===== config.mk =====
export PLATFORM = sky130hd
export DESIGN_NAME = fp_addsub_seq_flat
export DESIGN_NICKNAME = d
export VERILOG_FILES = /design/src/rtl/fp_addsub_seq_if.sv /design/src/rtl/fp_addsub_seq.sv /design/src/flat_wrapper.sv
export SDC_FILE = /design/constraint.sdc
export NUM_CORES = 1
export LEC_CHECK = 0
export CORE_UTILIZATION = 45
export CTS_CLUSTER_SIZE = 14
export DETAILED_ROUTE_END_ITERATION = 8
export HOLD_SLACK_MARGIN = 0.12
export PLACE_DENSITY = 0.7
export SETUP_SLACK_MARGIN = 0.02
export SLEW_MARGIN = 15
export SYNTH_ARGS = -nofsm -noshare
export SYNTH_HDL_FRONTEND = slang
export SYNTH_SLANG_ARGS = --single-unit

===== constraint.sdc =====
create_clock -name clk -period 9.3 [get_ports clk]
set_clock_uncertainty 0.15 [all_clocks]
set_input_delay 1.86 -clock clk [delete_from_list [all_inputs] [get_ports clk]]
set_output_delay 1.86 -clock clk [all_outputs]
set_load 0.01 [all_outputs]

===== src/rtl/fp_addsub_seq_if.sv =====
// Operand/result handshake bundle for fp_addsub_seq.
interface fp_addsub_seq_if #(
  parameter int unsigned EXP_W  = 8,
  parameter int unsigned FRAC_W = 23
);
  localparam int unsigned W = 1 + EXP_W + FRAC_W;

  logic         in_valid;
  logic         in_ready;
  logic         op;
  logic [W-1:0] numA;
  logic [W-1:0] numB;
  logic         out_valid;
  logic         out_ready;
  logic [W-1:0] result;
  logic [3:0]   out_flags;

  modport slave (
    input  in_valid, op, numA, numB, out_ready,
    output in_ready, out_valid, result, out_flags
  );

  modport master (
    output in_valid, op, numA, numB, out_ready,
    input  in_ready, out_valid, result, out_flags
  );
endinterface


===== src/rtl/fp_addsub_seq.sv =====
// Multi-cycle FP add/sub: IDLE, ALIGN, ADD, NORM, ROUND, DONE; subnormals flushed to zero.
// FP_ADDSUB_RNE_EN selects round-to-nearest-even; otherwise the result is truncated.
module fp_addsub_seq #(
  parameter int unsigned EXP_W  = 8,
  parameter int unsigned FRAC_W = 23
) (
  input  logic           clk,
  input  logic           rst,
  fp_addsub_seq_if.slave bus
);
  localparam int unsigned W   = 1 + EXP_W + FRAC_W;
  localparam int unsigned SW  = FRAC_W + 4;
  localparam int unsigned MW  = FRAC_W + 2;
  localparam int unsigned EW  = EXP_W + 2;
  localparam int unsigned LZW = $clog2(SW + 1);
  localparam logic [W-1:0]  QNAN    = {1'b0, {EXP_W{1'b1}}, 1'b1, {(FRAC_W-1){1'b0}}};
  localparam logic [EW-1:0] EXP_MAX = {2'b00, {EXP_W{1'b1}}};

  typedef enum logic [2:0] {S_IDLE, S_ALIGN, S_ADD, S_NORM, S_ROUND, S_DONE} state_t;

  state_t            r_state, w_next;
  logic [W-1:0]      r_a, r_b, r_result, r_spec_res;
  logic [3:0]        r_flags, r_spec_flags;
  logic              r_sign_l, r_sign_s, r_special, r_zero;
  logic [EXP_W-1:0]  r_exp;
  logic [SW-1:0]     r_sig_l, r_sig_s, r_nsig;
  logic [SW:0]       r_sum;
  logic [EW-1:0]     r_nexp;

  // Unpack, flush zero-exponent inputs, order by magnitude
  logic [EXP_W-1:0]  w_ea, w_eb, w_exp_l, w_exp_s, w_diff;
  logic [FRAC_W-1:0] w_fa, w_fb;
  logic              w_a_zero, w_b_zero, w_a_nan, w_b_nan, w_a_inf, w_b_inf, w_swap, w_sticky;
  logic [W-2:0]      w_mag_a, w_mag_b;
  logic [SW-1:0]     w_sig_a, w_sig_b, w_sig_l, w_sig_s, w_shr;

  assign w_ea     = r_a[W-2:FRAC_W];
  assign w_eb     = r_b[W-2:FRAC_W];
  assign w_fa     = r_a[FRAC_W-1:0];
  assign w_fb     = r_b[FRAC_W-1:0];
  assign w_a_zero = (w_ea == '0);
  assign w_b_zero = (w_eb == '0);
  assign w_a_nan  = (&w_ea) && (|w_fa);
  assign w_b_nan  = (&w_eb) && (|w_fb);
  assign w_a_inf  = (&w_ea) && !(|w_fa);
  assign w_b_inf  = (&w_eb) && !(|w_fb);
  assign w_mag_a  = w_a_zero ? '0 : r_a[W-2:0];
  assign w_mag_b  = w_b_zero ? '0 : r_b[W-2:0];
  assign w_swap   = (w_mag_b > w_mag_a);
  assign w_sig_a  = w_a_zero ? '0 : {1'b1, w_fa, 3'b000};
  assign w_sig_b  = w_b_zero ? '0 : {1'b1, w_fb, 3'b000};
  assign w_sig_l  = w_swap ? w_sig_b : w_sig_a;
  assign w_sig_s  = w_swap ? w_sig_a : w_sig_b;
  assign w_exp_l  = w_swap ? w_eb : w_ea;
  assign w_exp_s  = w_swap ? w_ea : w_eb;
  assign w_diff   = w_exp_l - w_exp_s;
  assign w_shr    = w_sig_s >> w_diff;
  assign w_sticky = ((w_shr << w_diff) != w_sig_s);

  // Special-operand result bypasses the arithmetic path
  logic         w_special;
  logic [W-1:0] w_spec_res;
  logic [3:0]   w_spec_flags;
  always_comb begin
    w_special    = w_a_nan || w_b_nan || w_a_inf || w_b_inf;
    w_spec_res   = r_b;
    w_spec_flags = 4'b0000;
    if (w_a_nan || w_b_nan) begin
      w_spec_res = QNAN;
    end else if (w_a_inf && w_b_inf && (r_a[W-1] != r_b[W-1])) begin
      w_spec_res   = QNAN;
      w_spec_flags = 4'b1000;
    end else if (w_a_inf) begin
      w_spec_res = r_a;
    end
  end

  logic [SW:0] w_sum;
  assign w_sum = (r_sign_l == r_sign_s) ? ({1'b0, r_sig_l} + {1'b0, r_sig_s})
                                        : ({1'b0, r_sig_l} - {1'b0, r_sig_s});

  logic [LZW-1:0] w_lzc;
  always_comb begin
    w_lzc = '0;
    for (int i = 0; i < SW; i++) begin
      if (r_sum[i]) w_lzc = LZW'(SW - 1 - i);
    end
  end

  logic [SW-1:0] w_norm_sig;
  logic [EW-1:0] w_norm_exp;
  assign w_norm_sig = r_sum[SW] ? {r_sum[SW:2], |r_sum[1:0]} : (r_sum[SW-1:0] << w_lzc);
  assign w_norm_exp = r_sum[SW] ? ({2'b00, r_exp} + EW'(1)) : ({2'b00, r_exp} - EW'(w_lzc));

  // Rounding and range checks
  logic              w_inc, w_inexact, w_ovf, w_unf;
  logic [MW-1:0]     w_mant_r;
  logic [EW-1:0]     w_rexp;
  logic [FRAC_W-1:0] w_frac;
  logic [W-1:0]      w_res;
  logic [3:0]        w_flags;
`ifdef FP_ADDSUB_RNE_EN
  assign w_inc = r_nsig[2] & (r_nsig[1] | r_nsig[0] | r_nsig[3]);
`else
  assign w_inc = 1'b0;
`endif
  assign w_inexact = |r_nsig[2:0];
  assign w_mant_r  = {1'b0, r_nsig[SW-1:3]} + MW'(w_inc);
  assign w_rexp    = w_mant_r[MW-1] ? (r_nexp + EW'(1)) : r_nexp;
  assign w_frac    = w_mant_r[MW-1] ? w_mant_r[FRAC_W:1] : w_mant_r[FRAC_W-1:0];
  assign w_ovf     = !w_rexp[EW-1] && (w_rexp >= EXP_MAX);
  assign w_unf     = w_rexp[EW-1] || (w_rexp == '0);

  always_comb begin
    w_res   = {r_sign_l, w_rexp[EXP_W-1:0], w_frac};
    w_flags = {3'b000, w_inexact};
    if (r_special) begin
      w_res   = r_spec_res;
      w_flags = r_spec_flags;
    end else if (r_zero) begin
      w_res   = {r_sign_l & r_sign_s, {(W-1){1'b0}}};
      w_flags = 4'b0000;
    end else if (w_ovf) begin
      w_res   = {r_sign_l, {EXP_W{1'b1}}, {FRAC_W{1'b0}}};
      w_flags = 4'b0101;
    end else if (w_unf) begin
      w_res   = {r_sign_l, {(W-1){1'b0}}};
      w_flags = 4'b0011;
    end
  end

  always_ff @(posedge clk) begin
    if (rst) r_state <= S_IDLE;
    else     r_state <= w_next;
  end

  always_comb begin
    w_next = r_state;
    case (r_state)
      S_IDLE:  if (bus.in_valid) w_next = S_ALIGN;
      S_ALIGN: w_next = S_ADD;
      S_ADD:   w_next = S_NORM;
      S_NORM:  w_next = S_ROUND;
      S_ROUND: w_next = S_DONE;
      S_DONE:  if (bus.out_ready) w_next = S_IDLE;
      default: w_next = S_IDLE;
    endcase
  end

  always_ff @(posedge clk) begin
    case (r_state)
      S_IDLE: if (bus.in_valid) begin
        r_a <= bus.numA;
        r_b <= {bus.numB[W-1] ^ bus.op, bus.numB[W-2:0]};
      end
      S_ALIGN: begin
        r_sign_l     <= w_swap ? r_b[W-1] : r_a[W-1];
        r_sign_s     <= w_swap ? r_a[W-1] : r_b[W-1];
        r_exp        <= w_exp_l;
        r_sig_l      <= w_sig_l;
        r_sig_s      <= w_shr | SW'(w_sticky);
        r_special    <= w_special;
        r_spec_res   <= w_spec_res;
        r_spec_flags <= w_spec_flags;
      end
      S_ADD: r_sum <= w_sum;
      S_NORM: begin
        r_nsig <= w_norm_sig;
        r_nexp <= w_norm_exp;
        r_zero <= (r_sum == '0);
      end
      default: ;
    endcase
  end

  always_ff @(posedge clk) begin
    if (rst) begin
      r_result <= '0;
      r_flags  <= '0;
    end else if (r_state == S_ROUND) begin
      r_result <= w_res;
      r_flags  <= w_flags;
    end
  end

  // in_ready is gated by rst so nothing is accepted while reset is asserted
  assign bus.in_ready  = (r_state == S_IDLE) && !rst;
  assign bus.out_valid = (r_state == S_DONE);
  assign bus.result    = r_result;
  assign bus.out_flags = r_flags;
endmodule


===== src/flat_wrapper.sv =====
// flat-port wrapper written by rule: the top's interface ports become plain ports
module fp_addsub_seq_flat 
#(
  parameter int unsigned EXP_W  = 8,
  parameter int unsigned FRAC_W = 23
)
  (clk, rst, bus_in_valid, bus_op, bus_numA, bus_numB, bus_out_ready, bus_in_ready, bus_out_valid, bus_result, bus_out_flags);
  fp_addsub_seq_if #(.EXP_W(EXP_W), .FRAC_W(FRAC_W)) bus_i ();
  input  logic clk;
  input  logic rst;
  input wire logic [$bits(bus_i.in_valid)-1:0] bus_in_valid;
  input wire logic [$bits(bus_i.op)-1:0] bus_op;
  input wire logic [$bits(bus_i.numA)-1:0] bus_numA;
  input wire logic [$bits(bus_i.numB)-1:0] bus_numB;
  input wire logic [$bits(bus_i.out_ready)-1:0] bus_out_ready;
  output wire logic [$bits(bus_i.in_ready)-1:0] bus_in_ready;
  output wire logic [$bits(bus_i.out_valid)-1:0] bus_out_valid;
  output wire logic [$bits(bus_i.result)-1:0] bus_result;
  output wire logic [$bits(bus_i.out_flags)-1:0] bus_out_flags;
  assign bus_i.in_valid = bus_in_valid;
  assign bus_i.op = bus_op;
  assign bus_i.numA = bus_numA;
  assign bus_i.numB = bus_numB;
  assign bus_i.out_ready = bus_out_ready;
  assign bus_in_ready = bus_i.in_ready;
  assign bus_out_valid = bus_i.out_valid;
  assign bus_result = bus_i.result;
  assign bus_out_flags = bus_i.out_flags;
  fp_addsub_seq #(.EXP_W(EXP_W), .FRAC_W(FRAC_W)) u_core (.clk(clk), .rst(rst), .bus(bus_i));
endmodule

==> results by group, run 1 <==
CTS
  • CTS tree: done
  • CTS Buf Count: 29
  • H-Tree Depth: 1
  • Clk Latency, worst-skew pair: about 0.6 ns
  • Root Driver: clkbuf_16
  • Worst-path clk slew: approximately 0.060 ns
  • Setup Buffers After CTS: 0
  • Clock Path Buffers: 3
  • # clock sinks: between 200 and 300

Die
  • Initial core utilization: a little under half
  • Die Wd: 205.4 um
  • # IOs: ~110
  • CORE AREA: a little over 0.04 sq mm
  • Die ar.: between 0.04 and 0.05 sq mm
  • Row cnt: 74
  • Die Span Y: a little over 200 um

Synthesis
  • Ys async rst share: 0%
  • Synth unique cells: 85
  • Top cell type's share of synthesized area: 36.14%
  • Primary FF master, synth: edfxtp_1
  • Syn Inst Count: 2100
  • Seq/Total Area, Yosys: 40.34%
  • #FFs+latches synth: roughly 260
  • Syn Nets: about 2.2k
  • Synth Warn #: 0
  • Synthesized area per cell: 8.863 sq um
  • Mapped Area: 0.01861 sq mm
  • Area leader, netlist: edfxtp_1
  • Post-synth EDFFs: about 220
  • Synth area leaders: edfxtp_1 (36%), nand2_1 (6.6%), ha_1 (4.3%), dfxtp_1 (4.2%), mux2i_1 (4.0%)

Critical path
  • Most frequent CP cell: nand3_1
  • Worst Path Required: around 9.5 ns
  • R2r setup slk: around 0.53 ns
  • Worst reg2reg endpoint: u_core.r_sig_s[0]
  • CP max FO: 24
  • Crit end category: register
  • RR Startpoint: u_core.r_b[26]
  • Crit-path max cell delay: ~0.75 ns
  • Crit path kind: reg -> reg
  • Critical Path AT: a little under 9 ns
  • Reg2reg path depth: 25
  • Slowest cell on crit path: a2111oi_0
  • Crit. Startpoint: u_core.r_b[26]
  • Setup crit start kind: register

Global routing
  • Largest net degree at the start of global routing: 86
  • Met1 usage: between 40% and 50%
  • GR Overflow Total: 0
  • Met2 Use GR: 52.87%
  • Total global-route track usage: about a third
  • First-pass GRT wire length: between 100 and 150 mm
  • Antenna violations before repair: 1
  • GR peak layer: met2
  • Met3 GRT Util: around 5.0%
  • Number of global-route vias before repair: ~16k

Placement
  • GPL Wtd Cong: slightly below 1
  • IO buf count: 106
  • Placed wire-length estimate: about 53 mm

Pwr
  • Pwr dens: roughly 260 mW/mm^2
  • Design Power: between 5 and 6 mW
  • Leakage: roughly 7.5 nW
  • Max VDD drop: between 150 and 200 uV

Finish
  • Layout cells sized above 1: ~8.7%
  • Area grow syn2layout: 14.82%
  • Nets: between 2k and 2.5k
  • Filler instances: approximately 3.8k

STA
  • Final worst path period share: 94.29%
  • FMAX: roughly 110 MHz
  • Setup TNS Final: 0 ns
  • Worst rel slew slack: 27.20%
  • Slew Limit Fails: 0
  • Worst slew pin tran: between 1 and 1.5 ns
  • Setup violations, final: 0
  • Fin. Hold Viols: 0
  • Tmin final: 8.769 ns
  • RSZ-0062 raised after global routing: no

Detailed routing
  • DRC viols: 0
  • Drt wl/cell: approximately 25 um
  • Vias: approximately 17k
  • Detailed Route Iter0 Violations: approximately 1.9k
  • Remaining antenna violation count: 0
  • Vias per std cell: ~6.4
  • Total wire length: between 60 and 70 mm
  • Drt first pass iters: 5

Min path
  • Hold EP: u_core.bus.out_flags[3]
  • Worst hold path type: reg -> reg
  • Hold path cells: 2
  • Hold Path Origin: u_core.bus.out_flags[3]

Run status
  • Status: finished, final reports clean

Flow run
  • Max-Cap Viols: 0
## cell type report
class / instances / area, sq um / area share [%]
multi-input combinational: 1648 / 10430 / 48.83
sequential: 263 / 7507 / 35.13
timing repair buffer: 168 / 1551 / 7.260
clock buffer: 39 / 857.1 / 4.011
tap: 532 / 665.6 / 3.115
inverter: 47 / 176.4 / 0.8256
clock inverter: 15 / 172.7 / 0.8080
antenna: 2 / 5.005 / 0.02342
## what timing repair did
action,CTS,global route
resized for setup,0,2
hold buffers,0,0
endpoints found under the setup margin,0,1
## per-stage QoR
stage               worst slack, ns  cell area [sq um]  instances  utilization [%]  hold WS, ns
detailed placement           0.4609              20320       2658            49.77       0.2960
CTS                          0.4498              21350       2712            52.29       0.3027
floorplan                    0.1331              18610       2100                -       0.2911
global placement             0.3254              20320       2658            49.77       0.2927
global route                 0.1412              21360       2712            52.32       0.3217
finish                       0.5308              21370       2714            52.34       0.2981
## power by group
group | total [mW] | switching, mW | leakage (nW) | internal (mW)
Clock | 1.22 | 0.491 | 0.510 | 0.734
Sequential | 1.64 | 0.144 | 2.39 | 1.50
Combinational | 2.61 | 1.71 | 4.59 | 0.900
Total | 5.48 | 2.35 | 7.50 | 3.13
## synthesized netlist by cell type, drive strengths merged (39+ instances only)
cell type  count
and2          56
edfxtp       224
clkbuf       111
nand2        329
o21ai        142
xnor2         58
inv           45
nor3          69
a21oi        150
a31oi         45
nor2         138
o31ai         39
dfxtp         39
ha            64
mux2i         74
nand3         82
## per-layer routing
metal / wire (um) / vias to the layer above
li1: - / 8006
met1: 27930 / 8351
met2: 31590 / 890
met3: 5460 / 195
met4: 3810 / 0
met5: 0 / -
## sequential cells by signal, indices dropped and copies added (netlist names), 24 cells and up
| register | count |
|---|---|
| u_core.r_a | 32 |
| u_core.bus.result | 32 |
| u_core.r_sig_s | 27 |
| u_core.r_b | 32 |
| u_core.r_sig_l | 24 |
| u_core.r_sum | 28 |
| u_core.r_spec_res | 32 |
| u_core.r_nsig | 26 |
## placed cells by master, fill, tap and decap left out, drive strengths merged, types with 10 or more instances in the layout
cell type and instances:
nand2b 13, nor2 138, and3 12, buf 62, dfxtp 39, nor2b 19, inv 48, a221oi 13
o21bai 18, a211oi 36, a21o 12, xnor2 58, nor4 36, nand3 82, clkinv 10, nor3 69
clkbuf 39, a22oi 15, or3 10, ha 64, o31ai 39, mux4 14, o21ai 142, nand2 329
a31oi 45, clkdlybuf4s50 106, nand4 23, mux2i 74, edfxtp 224, o211ai 26, or2 14, mux2 18
and2 56, a21oi 150, a41oi 10
## how the worst max path moves through the flow
| stage | end |
|---|---|
| 2_1_floorplan | u_core.r_a[0] |
| 3_3_place_gp | u_core.r_sig_s[0] |
| 3_5_place_dp | u_core.r_sig_s[0] |
| 4_1_cts | u_core.r_sig_s[0] |
| 5_1_grt | u_core.r_sig_s[0] |
| 6_report | u_core.r_sig_s[0] |
## cell families after synthesis
kind of cell	count (synthesis)	synth area share (%)
AO/OA/AOI/OAI	595	20.80
XOR/XNOR	65	3.059
adder cells (fa/ha/maj)	66	4.518
buffers and inverters	189	4.007
flip-flops	263	40.34
multiplexers	106	6.763
AND/OR/NAND/NOR	816	20.52
## worst max-delay path, delay by kind of cell, from the launching register on
kind                     cells  cell delay [ns]
buffers and inverters        1             0.28
AND/OR/NAND/NOR             12             3.69
flip-flops                   1             0.53
adder cells (fa/ha/maj)      2             0.48
AO/OA/AOI/OAI               10             3.37
No activity file was read; power rests on OpenSTA's default activity.
==> inputs of run 2 (changes only) <==
--- a/config.mk
+++ b/config.mk
@@ -6,6 +6,7 @@
 export NUM_CORES = 1
 export LEC_CHECK = 0
 export CORE_UTILIZATION = 45
+export CTS_BUF_LIST = sky130_fd_sc_hd__clkbuf_4 sky130_fd_sc_hd__clkbuf_8 sky130_fd_sc_hd__clkbuf_16
 export CTS_CLUSTER_SIZE = 14
 export DETAILED_ROUTE_END_ITERATION = 8
 export HOLD_SLACK_MARGIN = 0.12
==> run 2 against run 1 <==
Against the previous run:
- non-clock buffer count unchanged
- sequential power about the same
- largest power group unchanged
- register-to-register slack better by 0.04 ns
- via count down 0.25%
- core utilization about the same
- maximum frequency up 0.49%
==> results by group, run 2 (same netlist as run 1, synthesis figures left out) <==
Detailed routing
  • Drt wl/cell: 25.39 um (+0.15%)
  • Drt first pass iters: 5 (unchanged)
  • Metal2 WL: 31.80 mm (+0.65%)
  • DRC viols: 0 (unchanged)
  • Detailed Route Iter0 Violations: 1779 (-3.9%)
  • Remaining antenna violation count: 0 (unchanged)
  • Met3 routed WL: 5.325 mm (-2.5%)
  • Total wire length: 68.87 mm (+0.11%)
  • Vias: 17.40k (-0.25%)
  • DRT met1 WL: 28.06 mm (+0.45%)
  • Top Layer Used: met4
  • Vias per std cell: 6.413 (-0.22%)

Global routing
  • Largest net degree at the start of global routing: 86 (unchanged)
  • First-pass GRT wire length: 102.1 mm (about the same)
  • Number of global-route vias before repair: 16.15k (-0.0062%)
  • GR Overflow Total: 0 (unchanged)
  • Antenna violations before repair: 1 (unchanged)
  • Total global-route track usage: 32.64% (about the same)

Critical path
  • RR Startpoint: u_core.r_b[26]
  • Crit. Startpoint: u_core.r_b[26]
  • Critical Path AT: 8.91 ns (-0.04 ns)
  • Worst Path Required: 9.48 ns (about the same)
  • Crit path kind: reg -> reg
  • R2r setup slk: 0.57 ns (+0.04 ns)
  • CP max FO: 24 (unchanged)
  • Worst reg2reg endpoint: u_core.r_sig_s[0]
  • Crit path capture: u_core.r_sig_s[0]
  • Crit end category: register
  • Reg2reg path depth: 25 (unchanged)
  • Setup crit start kind: register

Pwr
  • Design Power: 5.490 mW (+0.24%)
  • Max VDD drop: 171.0 uV (+0.53%)
  • Leakage: 7.512 nW (+0.18%)
  • Pwr dens: 256.8 mW/mm^2 (+0.18%)

Finish
  • Area grow syn2layout: 14.88% (about the same)
  • Layout Utilization: 52.37% (about the same)
  • Final Cell Area: 0.02138 sq mm (about the same)
  • Layout cells sized above 1: 8.899% (+0.18 points)
  • Finished Layout Cells: 2713 (-0.037%)
  • Nets: 2292 (unchanged)
  • Filler instances: 3753 (-0.080%)
  • Most frequent cells in the layout: nand2_1 (326), edfxtp_1 (224), a21oi_1 (146), nor2_1 (136), o21ai_0 (129)
  • Most common cell after layout, fill and taps aside: nand2_1

Die
  • # IOs: 107 (unchanged)
  • CORE AREA: 0.04083 sq mm (unchanged)
  • Die ar.: 0.04218 sq mm (unchanged)
  • Die Span Y: 205.4 um (unchanged)
  • Initial core utilization: 45.58% (unchanged)
  • Row cnt: 74 (unchanged)
  • Die Wd: 205.4 um (unchanged)

CTS
  • Root Driver: clkbuf_16
  • Clock Path Buffers: 3 (unchanged)
  • CTS Buf Count: 29 (unchanged)
  • CTS tree: done
  • # clock sinks: 263 (unchanged)
  • Clk Latency, worst-skew pair: 0.60 ns (about the same)
  • H-Tree Depth: 1 (unchanged)
  • Worst-path clk slew: 0.06 ns (about the same)
  • Setup Buffers After CTS: 0 (unchanged)

Flow run
  • Max-Cap Viols: 0 (unchanged)

STA
  • Worst slew pin tran: 1.102 ns (+0.02104 ns)
  • FMAX: 114.6 MHz (+0.49%)
  • Final worst path period share: 93.83% (-0.46 points)
  • Setup TNS Final: 0 ns (unchanged)
  • Tmin final: 8.726 ns (-0.04304 ns)
  • Setup violations, final: 0 (unchanged)
  • RSZ-0062 raised after global routing: no
  • Post-route setup slack: 0.5738 ns (+0.04304 ns)
  • Slew Limit Fails: 0 (unchanged)
  • Worst Hold Slack: 0.2981 ns (+0.00003000 ns)
  • Worst rel slew slack: 25.78% (-1.4 points)
  • Fin. Hold Viols: 0 (unchanged)

Placement
  • Placed wire-length estimate: 52.68 mm (unchanged)
  • Placed instance count: 2658 (unchanged)
  • Area after DPL: 0.02032 sq mm (unchanged)
  • IO buf count: 106 (unchanged)
  • Dpl ws: 0.4609 ns (unchanged)
  • GPL Wtd Cong: 0.9932 (unchanged)

Min path
  • Worst hold path type: reg -> reg

Run status
  • Status: finished, final reports clean
[run 2: cell types whose count changed in the layout (fill, tap and decap cells not counted)]
cell | previous run | this run
clkbuf_1 | 4 | 0
diode_2 | 2 | 1
clkbuf_4 | 0 | 4
[run 2: layout make-up]
class / instances / area, sq um / area share, %
multi-input combinational: 1648 / 10430 / 48.80
sequential: 263 / 7507 / 35.11
timing repair buffer: 168 / 1551 / 7.256
clock buffer: 39 / 872.1 / 4.079
tap: 532 / 665.6 / 3.113
inverter: 47 / 176.4 / 0.8251
clock inverter: 15 / 172.7 / 0.8075
antenna: 1 / 2.502 / 0.01170
[run 2: routing by layer]
metal,GRT usage [%],up-vias
met5,0,-
met2,52.88,847
met1,42.67,8367
met3,4.989,187
met4,15.61,0
li1,-,7997
[run 2: power breakdown]
part | internal [mW] | switching (mW)
logic | 0.900 | 1.71
clock network | 0.745 | 0.489
registers | 1.50 | 0.146
[run 2: timing repair]
action / in CTS / in global routing
setup endpoints to repair: 0 / 1
gates resized for setup: 0 / 2
hold buffers: 0 / 0
[run 2: worst max-delay path, cell delays in order, from the launching register on]
cell	delay, ns
edfxtp_1	0.54
nor4_1	0.57
nand2_2	0.41
and2_1	0.35
ha_1	0.29
nand3_1	0.12
nor4_4	0.22
a22oi_1	0.22
a21oi_4	0.43
nand2_2	0.23
o21a_1	0.23
ha_1	0.19
a41o_1	0.24
o21ai_0	0.35
nand3_2	0.33
a21oi_2	0.51
buf_4	0.28
a32oi_1	0.21
a2111oi_0	0.74
a211oi_1	0.14
nand3_1	0.13
nand3_1	0.12
a311oi_1	0.28
nand4_1	0.14
or4_1	0.52
or4_1	0.52
[run 2: how the worst min path moves through the flow]
stage                                       start                 endpoint  slack, ns  depth (start not counted)
final                     u_core.bus.out_flags[3]  u_core.bus.out_flags[3]       0.30                          2
after global routing      u_core.bus.out_flags[3]  u_core.bus.out_flags[3]       0.32                          2
after CTS                 u_core.bus.out_flags[3]  u_core.bus.out_flags[3]       0.30                          2
after detailed placement  u_core.bus.out_flags[3]  u_core.bus.out_flags[3]       0.30                          2
after global placement    u_core.bus.out_flags[3]  u_core.bus.out_flags[3]       0.29                          2
after floorplan                 u_core.r_sig_s[0]          u_core.r_sum[0]       0.29                          0
==> inputs of run 3 (changes only) <==
--- a/config.mk
+++ b/config.mk
@@ -5,12 +5,16 @@
 export SDC_FILE = /design/constraint.sdc
 export NUM_CORES = 1
 export LEC_CHECK = 0
-export CORE_UTILIZATION = 45
+export CAP_MARGIN = 20
+export CELL_PAD_IN_SITES_DETAIL_PLACEMENT = 1
+export CELL_PAD_IN_SITES_GLOBAL_PLACEMENT = 2
+export CORE_UTILIZATION = 35
 export CTS_BUF_LIST = sky130_fd_sc_hd__clkbuf_4 sky130_fd_sc_hd__clkbuf_8 sky130_fd_sc_hd__clkbuf_16
+export CTS_CLUSTER_DIAMETER = 100
 export CTS_CLUSTER_SIZE = 14
 export DETAILED_ROUTE_END_ITERATION = 8
 export HOLD_SLACK_MARGIN = 0.12
-export PLACE_DENSITY = 0.7
+export PLACE_DENSITY = 0.83
 export SETUP_SLACK_MARGIN = 0.02
 export SLEW_MARGIN = 15
 export SYNTH_ARGS = -nofsm -noshare
==> run 3 against run 2 <==
Against the previous run:
- global-route usage shrank 4.9 points
- die area grew 28%
- largest power group unchanged
- combinational power grew 2%
- final area shrank 0.19%
- via count grew 0.31%
- maximum frequency shrank 0.60%
- sequential power is essentially flat
- non-clock buffer count grew 12
- largest cell class unchanged
==> results by group, run 3 (same netlist as run 1, synthesis figures left out) <==
Global routing
  • GR Overflow Total: 0 (unchanged)
  • Antenna violations before repair: 0 (-1)
  • Largest net degree at the start of global routing: 74 (-14%)
  • Total global-route track usage: 27.74% (-4.9 points)
  • Number of global-route vias before repair: 17.62k (+9.1%)
  • First-pass GRT wire length: 113.1 mm (+11%)

Die
  • Initial core utilization: 35.42% (-10 points)
  • CORE AREA: 0.05255 sq mm (+29%)
  • # IOs: 107 (unchanged)
  • Die Span Y: 232.6 um (+13%)
  • Row cnt: 84 (+14%)
  • Die ar.: 0.05410 sq mm (+28%)
  • Die Wd: 232.6 um (+13%)

Critical path
  • Worst Path Required: 9.44 ns (-0.04 ns)
  • RR Startpoint: u_core.r_b[27]
  • CP max FO: 24 (unchanged)
  • Setup crit start kind: register
  • Crit path kind: reg -> reg
  • Largest delay share family, worst path: simple AND/OR/NAND/NOR gates
  • Slowest cell on crit path: edfxtp_1
  • Most frequent CP cell: a211oi_1
  • Buffer and inverter count on the worst path: 1 (unchanged)
  • R2r setup slk: 0.52 ns (-0.05 ns)
  • Crit end category: register
  • Levels on crit path: 25 (unchanged)
  • Crit-path max cell delay: 0.61 ns (-0.13 ns)
  • Reg2reg path depth: 25 (unchanged)
  • Critical Path AT: 8.92 ns (about the same)
  • Worst reg2reg endpoint: u_core.r_sig_s[0]

Placement
  • Dpl ws: 0.5150 ns (+0.05410 ns)
  • Placed wire-length estimate: 58.80 mm (+12%)
  • IO buf count: 106 (unchanged)
  • GPL Wtd Cong: 0.9661 (-2.7%)

Pwr
  • Design Power: 5.274 mW (-3.9%)
  • Leakage: 7.406 nW (-1.4%)
  • Pwr dens: 247.1 mW/mm^2 (-3.8%)
  • Max VDD drop: 161.2 uV (-5.7%)

CTS
  • Clk Latency, worst-skew pair: 0.56 ns (-0.04 ns)
  • # hold bufs at CTS: 0 (unchanged)
  • Root Driver: clkbuf_16
  • CTS tree: done
  • Worst-path clk slew: 0.07 ns (about the same)
  • Clock Path Buffers: 3 (unchanged)
  • CTS Buf Count: 23 (-21%)
  • # clock sinks: 263 (unchanged)
  • # resized after CTS: 0 (unchanged)
  • H-Tree Depth: 1 (unchanged)
  • Setup Buffers After CTS: 0 (unchanged)

Finish
  • Most frequent cells in the layout: nand2_1 (325), edfxtp_1 (224), a21oi_1 (146), nor2_1 (135), o21ai_0 (128)
  • Nets: 2298 (+0.26%)
  • Footprint of the multi-input gates: 0.01043 sq mm (about the same)
  • Filler instances: 6048 (+61%)
  • Area grow syn2layout: 14.67%
  • Most common cell after layout, fill and taps aside: nand2_1
  • Sequential Area: 0.007507 sq mm (unchanged)
  • Layout cells sized above 1: 8.869% (-0.030 points)

Min path
  • Worst hold path type: reg -> reg
  • Hold path cells: 2 (unchanged)
  • Hold Path Origin: u_core.bus.result[31]
  • Hold EP: u_core.bus.result[31]

STA
  • Worst rel slew slack: 24.96% (-0.83 points)
  • Post-route setup slack: 0.5216 ns (-0.05221 ns)
  • FMAX: 113.9 MHz (-0.60%)
  • Slew Limit Fails: 0 (unchanged)
  • Setup violations, final: 0 (unchanged)
  • Worst slew pin tran: 1.114 ns (+0.01230 ns)
  • Fin. Hold Viols: 0 (unchanged)
  • RSZ-0062 raised after global routing: no
  • Tmin final: 8.778 ns (+0.05221 ns)
  • Final worst path period share: 94.39% (+0.56 points)
  • Setup TNS Final: 0 ns (unchanged)

Detailed routing
  • Total wire length: 75.61 mm (+9.8%)
  • Detailed Route Iter0 Violations: 1557 (-12%)
  • Drt first pass iters: 7 (+2)
  • DRC viols: 0 (unchanged)
  • Remaining antenna violation count: 0 (unchanged)
  • Vias: 17.45k (+0.31%)
  • Vias per std cell: 6.091 (-5.0%)
  • Drt wl/cell: 26.39 um (+4.0%)

Flow run
  • Max-Cap Viols: 0 (unchanged)

Run status
  • Status: finished, final reports clean
run 3: changes by cell type in the layout (fill, tap and decap cells not counted), sizes merged:
cell      change
bufinv        -3
clkinvlp      -1
buf          +12
clkinv        -7
inv           -1
clkbuf        -4
run 3: worst register-to-register path: cells and delay by family, from the launching register on:
family | cells | cell delay [ns]
AO/OA/AOI/OAI | 12 | 3.39
adder cells (fa/ha/maj) | 2 | 0.51
buffers and inverters | 1 | 0.27
flip-flops | 1 | 0.61
AND/OR/NAND/NOR | 10 | 3.56
run 3: layer usage:
metal	wire length (um)	track usage, %	vias to the layer above
met5	0	0	-
met4	3970	12.93	0
met3	3796	2.745	138
met2	35160	45.94	575
met1	32680	36.30	8759
li1	-	-	7980
run 3: cell type report:
class / instances / share of cell area, %
clock buffers: 35 / 3.201
clock inverters: 3 / 0.1642
flip-flops and latches: 263 / 35.18
multi-input cells: 1648 / 48.87
inverters: 47 / 0.8266
well taps: 688 / 4.034
repair buffers: 180 / 7.715
diodes: 1 / 0.01173
run 3: worst max-delay path by stage:
stage          slack (ns)           endpoint            from
3_3_place_gp         0.33  u_core.r_sig_s[0]  u_core.r_b[27]
5_1_grt               0.1  u_core.r_sig_s[0]  u_core.r_b[27]
4_1_cts              0.47  u_core.r_sig_s[0]  u_core.r_b[27]
6_report             0.52  u_core.r_sig_s[0]  u_core.r_b[27]
3_5_place_dp         0.52  u_core.r_sig_s[0]  u_core.r_b[27]
2_1_floorplan        0.13      u_core.r_a[0]    bus_in_valid
run 3: stage by stage:
step                util (%)  instances  cell area, sq um  hold WS, ns
floorplan                  -       2100             18610       0.2911
global placement       39.17       2824             20580       0.2966
detailed placement     39.18       2825             20590       0.3089
CTS                    40.55       2863             21310       0.3207
global route           40.61       2864             21340       0.3496
finish                 40.61       2865             21340       0.3180
run 3: where the power goes:
part,internal [mW],switching (mW)
registers,1.50,0.155
logic,0.913,1.75
clock network,0.512,0.451
total,2.92,2.35
